[config.mk]
export PLATFORM = sky130hd
export DESIGN_NAME = seg_scan_mux_flat
export DESIGN_NICKNAME = d
export VERILOG_FILES = /design/src/rtl/seg_pkg.sv /design/src/rtl/seg_scan_mux_if.sv /design/src/rtl/seg_scan_mux.sv /design/src/flat_wrapper.sv
export SDC_FILE = /design/constraint.sdc
export NUM_CORES = 1
export LEC_CHECK = 0
export CORE_MARGIN = 3
export CORE_UTILIZATION = 55
export CTS_BUF_LIST = sky130_fd_sc_hd__clkbuf_4 sky130_fd_sc_hd__clkbuf_8
export CTS_CLUSTER_SIZE = 25
export DETAILED_ROUTE_END_ITERATION = 16
export GPL_ROUTABILITY_DRIVEN = 1
export PLACE_DENSITY = 0.78
export SLEW_MARGIN = 25
export SYNTH_ARGS = -nofsm -noshare
export SYNTH_HDL_FRONTEND = slang
export SYNTH_SLANG_ARGS = --single-unit
[constraint.sdc]
create_clock -name clk -period 4.4 [get_ports clk]
set_input_delay 1.32 -clock clk [delete_from_list [all_inputs] [get_ports clk]]
set_output_delay 1.32 -clock clk [all_outputs]
set_load 0.02 [all_outputs]
[src/rtl/seg_pkg.sv]
// Shared types and helpers for the multiplexed 7-segment scan driver.
// lz_mask works on a fixed maximum width so one function serves any digit count.
package seg_pkg;

    localparam int MAX_NDIG = 16;
    localparam int MAX_IDXW = 4;

    typedef enum logic {
        S_BLANK = 1'b0,
        S_ON    = 1'b1
    } state_t;

    localparam logic [MAX_NDIG-1:0] DIG_OFF = '1;

    // Bit i set means digit i and every more significant digit are zero; bit 0 never set.
    function automatic logic [MAX_NDIG-1:0] lz_mask(
        input logic [4*MAX_NDIG-1:0] disp,
        input int                    ndig
    );
        logic [MAX_NDIG-1:0] mask;
        logic                zero_run;
        mask     = '0;
        zero_run = 1'b1;
        for (int i = MAX_NDIG - 1; i >= 0; i--) begin
            if (i < ndig) begin
                zero_run = zero_run & (disp[4*i +: 4] == 4'd0);
                if (i >= 1) begin
                    mask[i] = zero_run;
                end
            end
        end
        return mask;
    endfunction

endpackage

[src/rtl/seg_scan_mux_if.sv]
// Data/control bundle between the value source and the scan driver.
// The slave side is the driver; the master side is whoever supplies values.
interface seg_scan_mux_if #(
    parameter int NDIG = 4
) ();
    import seg_pkg::*;

    logic [4*NDIG-1:0] din;
    logic              load;
    logic              lz_en;
    logic [3:0]        num;
    logic [NDIG-1:0]   dig_n;
    logic              frame;
    logic              upd_done;

    modport master (
        output din, load, lz_en,
        input  num, dig_n, frame, upd_done
    );

    modport slave (
        input  din, load, lz_en,
        output num, dig_n, frame, upd_done
    );

endinterface

[src/rtl/seg_scan_mux.sv]
// Time-multiplexed common-anode 7-segment scan driver: blanked digit slots,
// frame-aligned value updates with a load bypass, optional leading-zero blanking.
module seg_scan_mux
    import seg_pkg::*;
#(
    parameter int NDIG  = 4,
    parameter int DIV   = 50000,
    parameter int BLANK = 500
) (
    input  logic          clk,
    input  logic          rst_n,
    seg_scan_mux_if.slave bus
);

    localparam int IDXW = $clog2(NDIG);
    localparam int CNTW = $clog2(DIV);
    localparam logic [IDXW-1:0] IDX_LAST      = IDXW'(NDIG - 1);
    localparam logic [CNTW-1:0] CNT_BLANK_END = CNTW'(BLANK - 1);
    localparam logic [CNTW-1:0] CNT_ON_END    = CNTW'(DIV - BLANK - 1);

    if (NDIG < 2 || NDIG > MAX_NDIG || BLANK < 1 || DIV < BLANK + 1) begin : g_bad_params
        $error("seg_scan_mux: illegal NDIG/DIV/BLANK combination");
    end

    state_t             r_st, w_st_next;
    logic [CNTW-1:0]    r_cnt, w_cnt_next;
    logic [IDXW-1:0]    r_idx, w_idx_next;
    logic [4*NDIG-1:0]  r_shadow, w_shadow_next;
    logic [4*NDIG-1:0]  r_disp, w_disp_next;
    logic               r_pend, w_pend_next;
    logic [3:0]         r_num, w_num_next;
    logic [NDIG-1:0]    r_dig_n, w_dig_n_next;
    logic               r_frame, w_frame_next;
    logic               r_upd_done, w_upd_done_next;

    logic               w_end_blank;
    logic               w_end_on;
    logic               w_boundary;
    logic [3:0]         w_digit [NDIG];
    logic [NDIG-1:0]    w_sel_n;
    logic [4*MAX_NDIG-1:0] w_disp_wide;
    logic [MAX_NDIG-1:0]   w_mask;

    // Digits of the post-boundary value, so num picks up a bypassed load immediately.
    for (genvar gi = 0; gi < NDIG; gi++) begin : g_digit
        assign w_digit[gi] = w_disp_next[4*gi +: 4];
        assign w_sel_n[gi] = (r_idx != IDXW'(gi));
    end

    always_comb begin
        w_disp_wide             = '0;
        w_disp_wide[4*NDIG-1:0] = r_disp;
    end

    assign w_mask = lz_mask(w_disp_wide, NDIG);

    always_comb begin
        w_st_next   = r_st;
        w_cnt_next  = r_cnt + 1'b1;
        w_idx_next  = r_idx;
        w_end_blank = 1'b0;
        w_end_on    = 1'b0;
        case (r_st)
            S_BLANK: begin
                if (r_cnt == CNT_BLANK_END) begin
                    w_st_next   = S_ON;
                    w_cnt_next  = '0;
                    w_end_blank = 1'b1;
                end
            end
            S_ON: begin
                if (r_cnt == CNT_ON_END) begin
                    w_st_next  = S_BLANK;
                    w_cnt_next = '0;
                    w_end_on   = 1'b1;
                    w_idx_next = (r_idx == IDX_LAST) ? '0 : r_idx + 1'b1;
                end
            end
            default: begin
                w_st_next  = S_BLANK;
                w_cnt_next = '0;
            end
        endcase
    end

    assign w_boundary = w_end_on && (r_idx == IDX_LAST);

    always_comb begin
        w_shadow_next   = bus.load ? bus.din : r_shadow;
        w_pend_next     = r_pend;
        w_disp_next     = r_disp;
        w_upd_done_next = 1'b0;
        if (w_boundary) begin
            // A load landing on the boundary cycle goes straight to the display.
            if (bus.load) begin
                w_disp_next     = bus.din;
                w_pend_next     = 1'b0;
                w_upd_done_next = 1'b1;
            end else if (r_pend) begin
                w_disp_next     = r_shadow;
                w_pend_next     = 1'b0;
                w_upd_done_next = 1'b1;
            end
        end else if (bus.load) begin
            w_pend_next = 1'b1;
        end
        w_frame_next = w_boundary;
        w_num_next   = w_end_on ? w_digit[w_idx_next] : r_num;

        w_dig_n_next = r_dig_n;
        if (w_end_blank) begin
            w_dig_n_next = (bus.lz_en && w_mask[MAX_IDXW'(r_idx)]) ? DIG_OFF[NDIG-1:0] : w_sel_n;
        end else if (w_end_on) begin
            w_dig_n_next = DIG_OFF[NDIG-1:0];
        end
    end

    always_ff @(posedge clk) begin
        if (!rst_n) begin
            r_st       <= S_BLANK;
            r_cnt      <= '0;
            r_idx      <= '0;
            r_shadow   <= '0;
            r_disp     <= '0;
            r_pend     <= 1'b0;
            r_num      <= 4'd0;
            r_dig_n    <= DIG_OFF[NDIG-1:0];
            r_frame    <= 1'b0;
            r_upd_done <= 1'b0;
        end else begin
            r_st       <= w_st_next;
            r_cnt      <= w_cnt_next;
            r_idx      <= w_idx_next;
            r_shadow   <= w_shadow_next;
            r_disp     <= w_disp_next;
            r_pend     <= w_pend_next;
            r_num      <= w_num_next;
            r_dig_n    <= w_dig_n_next;
            r_frame    <= w_frame_next;
            r_upd_done <= w_upd_done_next;
        end
    end

    assign bus.num      = r_num;
    assign bus.dig_n    = r_dig_n;
    assign bus.frame    = r_frame;
    assign bus.upd_done = r_upd_done;

endmodule

[src/flat_wrapper.sv]
// flat-port wrapper written by rule: the top's interface ports become plain ports
module seg_scan_mux_flat import seg_pkg::*;
#(
    parameter int NDIG  = 4,
    parameter int DIV   = 50000,
    parameter int BLANK = 500
)
  (clk, rst_n, bus_din, bus_load, bus_lz_en, bus_num, bus_dig_n, bus_frame, bus_upd_done);
  seg_scan_mux_if #(.NDIG(NDIG)) bus_i ();
  input  logic clk;
  input  logic rst_n;
  input wire logic [$bits(bus_i.din)-1:0] bus_din;
  input wire logic [$bits(bus_i.load)-1:0] bus_load;
  input wire logic [$bits(bus_i.lz_en)-1:0] bus_lz_en;
  output wire logic [$bits(bus_i.num)-1:0] bus_num;
  output wire logic [$bits(bus_i.dig_n)-1:0] bus_dig_n;
  output wire logic [$bits(bus_i.frame)-1:0] bus_frame;
  output wire logic [$bits(bus_i.upd_done)-1:0] bus_upd_done;
  assign bus_i.din = bus_din;
  assign bus_i.load = bus_load;
  assign bus_i.lz_en = bus_lz_en;
  assign bus_num = bus_i.num;
  assign bus_dig_n = bus_i.dig_n;
  assign bus_frame = bus_i.frame;
  assign bus_upd_done = bus_i.upd_done;
  seg_scan_mux #(.NDIG(NDIG), .DIV(DIV), .BLANK(BLANK)) u_core (.clk(clk), .rst_n(rst_n), .bus(bus_i));
endmodule
==> metrics.log, run 1 <==
[metrics] multiplexer share of the synthesized area: between 8 and 9%
[metrics] Reg power frac: 48.1%
[metrics] standard-cell row count: 25
[metrics] P_leak: approximately 1.3 nW
[metrics] area grow syn2layout: 19.7%
[metrics] die width: roughly 77 um
[metrics] Antenna Violating Nets Remaining: 0
[metrics] complex-gate fraction of the synthesized area: 8.86%
[metrics] routed vias: 2250
[metrics] worst rel slew slack: 36.5%
[metrics] simple-gate share of the synthesized area: 26.9%
[metrics] PD cells: between 300 and 400 nW/um2
[metrics] number of buffers inserted by hold repair at cts: 0
[metrics] via count of the first global-routing pass: 2163
[metrics] CTS Buf Count: 9
[metrics] flop and latch count out of synthesis: 62
[metrics] final hold vios: 0
[metrics] number of max-capacitance violations reported: 0
[metrics] Syn. warnings: 0
[metrics] # H-tree levels: 3
[metrics] synthesized net count: roughly 330
[metrics] clock tree from TritonCTS: yes
[metrics] clk buf depth: 2
[metrics] kind of launch point of the worst setup path: register
[metrics] number of cells upsized or downsized after cts: 0
[metrics] Worst Path Class, Setup: register to register
[metrics] library cell occupying the most area in the post-synthesis netlist: dfxtp_1
[metrics] run status: completed
[metrics] Setup Buffers After CTS: 0
[metrics] count of routing violations after the opening detailed-route iteration: 113
[metrics] Clock Tree Root: clkbuf_8
[metrics] area of the placeable core: approximately 4800 um2
[metrics] antenna fix cells: 0
[metrics] switching portion of total power: between 20% and 30%
[metrics] combinational fraction of design power: 5.1%
[metrics] top post-synthesis cells by area: dfxtp_1 45%, nor2_1 7.4%, mux2i_1 5.5%, nand2_1 4.6%, mux2_2 3.3%
[metrics] distinct cell type count after synthesis: 47
[metrics] Detailed Route WL: 5.97 mm
[metrics] setup clock skew after layout: 9.39 ps
[metrics] DRC Markers: 0
[metrics] cells after synthesis: 308
[metrics] mean number of vias per cell: roughly 5.5
[metrics] wire length of the first global-routing pass: 10.2 mm
[metrics] internal cell power: 0.000950 W
[metrics] maximum vdd drop: 0.237 mV
[metrics] overall track demand over capacity in global routing: 21.9%
[metrics] top cell types by occurrence after synthesis: 62 x dfxtp_1, 54 x nor2_1, 34 x nand2_1
[metrics] Vert. Die Dim: 76.7 um
[metrics] Finished Layout Cells: 408
[metrics] clock edge transition at the registers on the reported setup and hold paths: 70 ps
[metrics] half-perimeter wire length after detailed placement: 4.10 mm
[metrics] worst hold margin: 470 ps
[metrics] slew of the pin with the lowest slew margin: 951 ps
[metrics] Hold/Removal Path Class: register to register
[metrics] sink count of the clock tree: 62
[metrics] TritonRoute pass-1 iters: 4
[metrics] overall die area: between 5000 and 6000 um2
[metrics] clock network fraction of design power: 46.7%
[metrics] wire per inst: between 10 and 15 um
[metrics] Tmin final: 3130 ps
[metrics] number of flops mapped to enable cells by yosys: 0
[metrics] post-synth top area share: 45.1%
[metrics] initial core utilization: 57.5%
[metrics] setup repair after global routing missed its margin: false
[metrics] Setup crit end kind: register
[metrics] sum of negative setup slack: 0 ps
[metrics] GPL Wtd Cong: 0.867
[metrics] clock latency of the later-clocked register in the worst-skew pair: 340 ps
[metrics] data required time of the critical path: approximately 4600 ps
[metrics] # placed instances: around 390
[metrics] fraction of synthesis flops using an asynchronous set or reset pin: 0%
[metrics] cell area after synthesis: around 2800 um2
[metrics] most numerous cell in the Yosys netlist: dfxtp_1
[metrics] pin count of the biggest net entering global routing: 30
[metrics] number of max-slew violations in the final report: 0
[metrics] ports placed on the boundary: 30
[metrics] portion of the post-synthesis area used by sequential elements: 45.1%
[metrics] antenna violations before repair: 0
[metrics] largest fanout of any net on the critical path: 13
[metrics] Post-Synthesis Mean Instance Area: 8.94 um2
[metrics] arrival time at the worst endpoint: 3350 ps
[metrics] Adder-Cell Fraction of Synth Area: 2.27%
[metrics] Congestion Overflow GR: 0
[metrics] Final period util: approximately 71%
[metrics] setup-violating endpoint count in the final report: 0
[metrics] Peak Freq: 320 MHz
[metrics] Filler Cell Count: 412
[metrics] number of port buffers: 29
[metrics] fin nets: 362
[metrics] leading register cell type out of synthesis: dfxtp_1
[metrics] share of layout cells above drive strength 1: 10.9%
[metrics] largest family of logic cells by synthesized area: simple AND/OR/NAND/NOR gates
[metrics] xor/xnor cell area share of the yosys netlist: 4.45%
[metrics] sw power: approximately 0.00025 W
layout make-up:
cell class              count  area, um2  area share, %
clock buffers              11        151           4.60
clock inverters             4       70.1           2.13
inverters                   5       18.8          0.570
multi-input cells         226       1410           42.8
flip-flops and latches     62       1240           37.7
well taps                  67       83.8           2.54
repair buffers             33        320           9.72
worst max-delay path: stages, from the launching register on:
cell,delay (ps)
dfxtp_1,390
ha_1,290
nand4bb_2,220
nor4_4,570
buf_4,290
and3_1,490
mux2i_1,320
nor2_1,70
o31ai_1,260
a21oi_1,100
layer usage:
metal	routed length [um]	GRT usage [%]	share of wire, %	vias to the layer above
li1	-	-	-	1121
met1	2760	28.4	46	1060
met2	2760	33.0	46	59
met3	349	7.75	5.8	10
met4	111	9.06	1.9	0
met5	0	0	0	-
stage by stage:
stage | power, W | instance area [um2] | worst slack (ps) | utilization, %
5_1_grt | 0.00124 | 3290 | 1030 | 68.8
3_5_place_dp | 0.000652 | 3070 | 1110 | 64.2
3_3_place_gp | 0.000651 | 3070 | 1200 | 64.2
4_1_cts | 0.00121 | 3290 | 1310 | 68.8
2_1_floorplan | 0.000625 | 2750 | 1760 | -
6_report | 0.00120 | 3290 | 1270 | 68.8
cells in the final DEF, fill, tap and decap left out, drive strengths merged, types with 6 or more instances in the layout:
cell type	instances
nand3	12
clkbuf	11
a21oi	14
and2	8
o21ai	12
dfxtp	62
nand2	34
nor2	54
mux2	8
nand4	6
xor2	10
clkdlybuf4s50	29
nor4	6
mux2i	15
flip-flops by register name, summed over array words and instances (netlist names):
name,cells
u_core.r_cnt,16
u_core.r_disp,16
u_core.r_shadow,16
u_core.bus.dig_n,4
u_core.bus.num,4
u_core.r_idx,2
u_core.bus.frame,1
u_core.bus.upd_done,1
u_core.r_pend,1
u_core.r_st,1
cell families after synthesis:
kind of cell    after synthesis
compound gates               39
mux                          23
buf+inv                      20
flops                        62
fa+ha+maj                     5
simple gates                145
xor+xnor                     14
final timing paths:
kind	slack [ps]	depth (start not counted)	end	startpoint
min	470	2	u_core.r_disp[2]	u_core.r_disp[2]
min reg2reg	470	2	u_core.r_disp[2]	u_core.r_disp[2]
max	1270	9	u_core.bus.num[1]	u_core.r_cnt[0]
max reg2reg	1270	9	u_core.bus.num[1]	u_core.r_cnt[0]
power by group through the flow:
stage                     Combinational [W]  Sequential (W)  Clock (W)
after detailed placement          0.0000615        0.000591          0
after global placement            0.0000609        0.000591          0
after CTS                         0.0000619        0.000578   0.000567
final                             0.0000617        0.000578   0.000562
after floorplan                   0.0000362        0.000589          0
after global routing              0.0000681        0.000579   0.000597
Note: power is estimated with default switching activity, not from simulation.
==> run 2, diff against run 1 <==
--- a/config.mk
+++ b/config.mk
@@ -6,12 +6,12 @@
 export NUM_CORES = 1
 export LEC_CHECK = 0
 export CORE_MARGIN = 3
-export CORE_UTILIZATION = 55
+export CORE_UTILIZATION = 52
 export CTS_BUF_LIST = sky130_fd_sc_hd__clkbuf_4 sky130_fd_sc_hd__clkbuf_8
 export CTS_CLUSTER_SIZE = 25
 export DETAILED_ROUTE_END_ITERATION = 16
 export GPL_ROUTABILITY_DRIVEN = 1
-export PLACE_DENSITY = 0.78
+export PLACE_DENSITY = 0.77
 export SLEW_MARGIN = 25
 export SYNTH_ARGS = -nofsm -noshare
 export SYNTH_HDL_FRONTEND = slang
==> constraint.sdc (replaced) <==
create_clock -name clk -period 2.8 [get_ports clk]
set_input_delay 0.84 -clock clk [delete_from_list [all_inputs] [get_ports clk]]
set_output_delay 0.84 -clock clk [all_outputs]
set_load 0.02 [all_outputs]
==> run 2 against run 1 <==
Against the previous run:
- global-route usage is 0.47 points lower
- sequential share of layout area is 0.87 points lower
- via count is 2.3% higher
- register-to-register slack worse by 1100 ps
- die area is 5.3% higher
- critical endpoint is now u_core.bus.num[0]
- largest cell class unchanged
- largest power group is now clock
==> metrics.log, run 2 (synthesized netlist as in run 1, its figures left out) <==
[metrics] data required time of the critical path: 3000 ps (-1630 ps)
[metrics] buffer and inverter count on the worst path: 0 (-1)
[metrics] leading registers by flop count: u_core.r_cnt (16), u_core.r_disp (16), u_core.r_shadow (16)
[metrics] ports placed on the boundary: 30 (unchanged)
[metrics] Min-Delay Path Depth: 2 (unchanged)
[metrics] layer with the highest usage: met2
[metrics] Hold/Removal Path Class: register to register
[metrics] worst rel slew slack: 38.1% (+1.6 points)
[metrics] kind of launch point of the worst setup path: register
[metrics] met3 track demand over resource: 7.48% (-0.26 points)
[metrics] Reg power frac: 47.3% (-0.8 points)
[metrics] met1 Use GR: 27.4% (-1.0 points)
[metrics] Finished Layout Cells: 417 (+2.2%)
[metrics] Setup crit end kind: register
[metrics] clock latency of the later-clocked register in the worst-skew pair: 340 ps (about the same)
[metrics] worst-case reg-to-reg path depth: 7 (-2)
[metrics] arrival time at the worst endpoint: 2810 ps (-540 ps)
[metrics] standard-cell row count: 25 (unchanged)
[metrics] die width: 78.8 um (+2.6%)
[metrics] reg-to-reg critical path startpoint: u_core.r_cnt[11]
[metrics] run status: completed
[metrics] switching portion of total power: 20.0% (-0.97 points)
[metrics] wire per inst: 14.6 um (about the same)
[metrics] count of routing violations after the opening detailed-route iteration: 160 (+42%)
[metrics] number of port buffers: 29 (unchanged)
[metrics] most frequent standard cell in the layout excluding fill and tap cells: dfxtp_1
[metrics] area grow syn2layout: 22.5%
[metrics] internal cell power: 0.00154 W (+62%)
[metrics] Peak Freq: 383 MHz (+20%)
[metrics] critical hold path startpoint: u_core.r_disp[2]
[metrics] cell seen most often among critical-path stages: or4_4
[metrics] PD cells: 570 nW/um2 (+56%)
[metrics] minimum setup slack among reg-to-reg paths: 190 ps (-1080 ps)
[metrics] half-perimeter wire length after detailed placement: 4.23 mm (+3.3%)
[metrics] CTS Buf Count: 9 (unchanged)
[metrics] setup repair after global routing missed its margin: false
[metrics] Antenna Violating Nets Remaining: 0 (unchanged)
[metrics] clock edge transition at the registers on the reported setup and hold paths: 60 ps (about the same)
[metrics] combinational fraction of design power: 5.3% (+0.2 points)
[metrics] fin util: 68.7% (-0.17 points)
[metrics] Vert. Die Dim: 78.8 um (+2.6%)
[metrics] area of the placeable core: 4910 um2 (+2.6%)
[metrics] maximum vdd drop: 0.470 mV (+98%)
[metrics] initial core utilization: 56.1% (-1.5 points)
[metrics] overall die area: 6200 um2 (+5.3%)
[metrics] cell with the biggest individual delay on the critical path: or4_4
[metrics] chain of cells forming the critical path: or4_4 -> or4_4 -> or3b_4 -> a22oi_2 -> nor2_1 -> a211oi_1 -> o32ai_1
[metrics] critical path's largest stage delay: 590 ps (+20 ps)
[metrics] clock tree from TritonCTS: yes
[metrics] antenna violations before repair: 0 (unchanged)
[metrics] sw power: 0.000384 W (+52%)
[metrics] number of max-capacitance violations reported: 0 (unchanged)
[metrics] # H-tree levels: 3 (unchanged)
[metrics] mean number of vias per cell: 5.52 (about the same)
[metrics] Detailed Route WL: 6.10 mm (+2.1%)
[metrics] largest fanout of any net on the critical path: 4 (-9)
[metrics] antenna fix cells: 0 (unchanged)
[metrics] Worst Path Class, Setup: register to register
[metrics] setup clock skew after layout: 6.25 ps (-3.14 ps)
[metrics] clock network fraction of design power: 47.4% (+0.7 points)
[metrics] overall track demand over capacity in global routing: 21.4% (-0.47 points)
[metrics] CP top delay family: simple AND/OR/NAND/NOR gates
[metrics] via count of the first global-routing pass: 2213 (+2.3%)
[metrics] routed vias: 2301 (+2.3%)
[metrics] DRC Markers: 0 (unchanged)
[metrics] sum of negative setup slack: 0 ps (unchanged)
[metrics] Final period util: 93.2% (+22 points)
[metrics] slew of the pin with the lowest slew margin: 927 ps (-24.0 ps)
[metrics] Congestion Overflow GR: 0 (unchanged)
[metrics] pin count of the biggest net entering global routing: 30 (unchanged)
[metrics] P_leak: 1.30 nW (+3.8%)
[metrics] fin nets: 370 (+2.2%)
[metrics] Hold EP: u_core.r_disp[2]
[metrics] Total Power: 0.00192 W (+60%)
[metrics] met2 GRT Util: 33.4% (+0.43 points)
[metrics] number of max-slew violations in the final report: 0 (unchanged)
[metrics] TritonRoute pass-1 iters: 4 (unchanged)
[metrics] share of layout cells above drive strength 1: 13.4% (+2.6 points)
[metrics] worst reg2reg endpoint: u_core.bus.num[0]
[metrics] Clock Tree Root: clkbuf_8
[metrics] final hold vios: 0 (unchanged)
[metrics] setup-violating endpoint count in the final report: 0 (unchanged)
[metrics] sink count of the clock tree: 62 (unchanged)
[metrics] Tmin final: 2610 ps (-516 ps)
[metrics] # placed instances: 401 (+2.0%)
[metrics] number of buffers inserted by hold repair at cts: 0 (unchanged)
[metrics] commonest cells after routing, fill and taps aside: 62 x dfxtp_1, 54 x nor2_1, 34 x nand2_1
[metrics] GPL Wtd Cong: 0.826 (-4.6%)
[metrics] wire length of the first global-routing pass: 10.2 mm (+0.14%)
[metrics] clk buf depth: 2 (unchanged)
run 2: how the worst max path moves through the flow:
stage	start	to	slack [ps]	depth (start not counted)
after floorplan	u_core.r_cnt[11]	u_core.bus.num[3]	260	7
after global placement	bus_load	u_core.bus.num[2]	120	7
after detailed placement	bus_load	u_core.bus.num[2]	70	7
after CTS	u_core.r_cnt[11]	u_core.bus.num[2]	110	8
after global routing	u_core.r_cnt[11]	u_core.bus.num[0]	40	7
final	u_core.r_cnt[11]	u_core.bus.num[0]	190	7
run 2: layout make-up:
class | count | area [um2]
well taps | 67 | 83.8
clock buffers | 13 | 173
inverters | 5 | 18.8
clock inverters | 3 | 65.1
repair buffers | 41 | 380
fillers | 409 | 1540
flip-flops and latches | 62 | 1240
multi-input cells | 226 | 1410
run 2: power by group through the flow:
| stage | registers (W) | clock network [W] | logic (W) |
|---|---|---|---|
| 2_1_floorplan | 0.000926 | 0 | 0.0000569 |
| 3_3_place_gp | 0.000927 | 0 | 0.000100 |
| 3_5_place_dp | 0.000927 | 0 | 0.000102 |
| 4_1_cts | 0.000907 | 0.000926 | 0.000103 |
| 5_1_grt | 0.000909 | 0.000962 | 0.000113 |
| 6_report | 0.000908 | 0.000911 | 0.000102 |
run 2: worst register-to-register path: stages, from the launching register on:
cell	delay (ps)
dfxtp_1	340
or4_4	590
or4_4	550
or3b_4	420
a22oi_2	200
nor2_1	60
a211oi_1	200
o32ai_1	110
run 2: stage by stage:
step	setup slack [ps]	instance area [um2]	hold slack [ps]
global placement	119	3130	442
finish	191	3370	457
floorplan	257	2750	426
detailed placement	65.9	3130	455
global route	37.6	3370	478
CTS	107	3370	464
run 2: layer usage:
layer  up-vias  share of wire, %
met2        68                47
met1      1084                45
li1       1134                 -
met3        15               6.3
met5         -                 0
met4         0               2.1
run 2: repair_timing:
| action | 4_1_cts | 5_1_grt |
|---|---|---|
| endpoints found under the setup margin | 0 | 2 |
| gates resized for setup | 0 | 2 |
| buffers inserted | 0 | 0 |
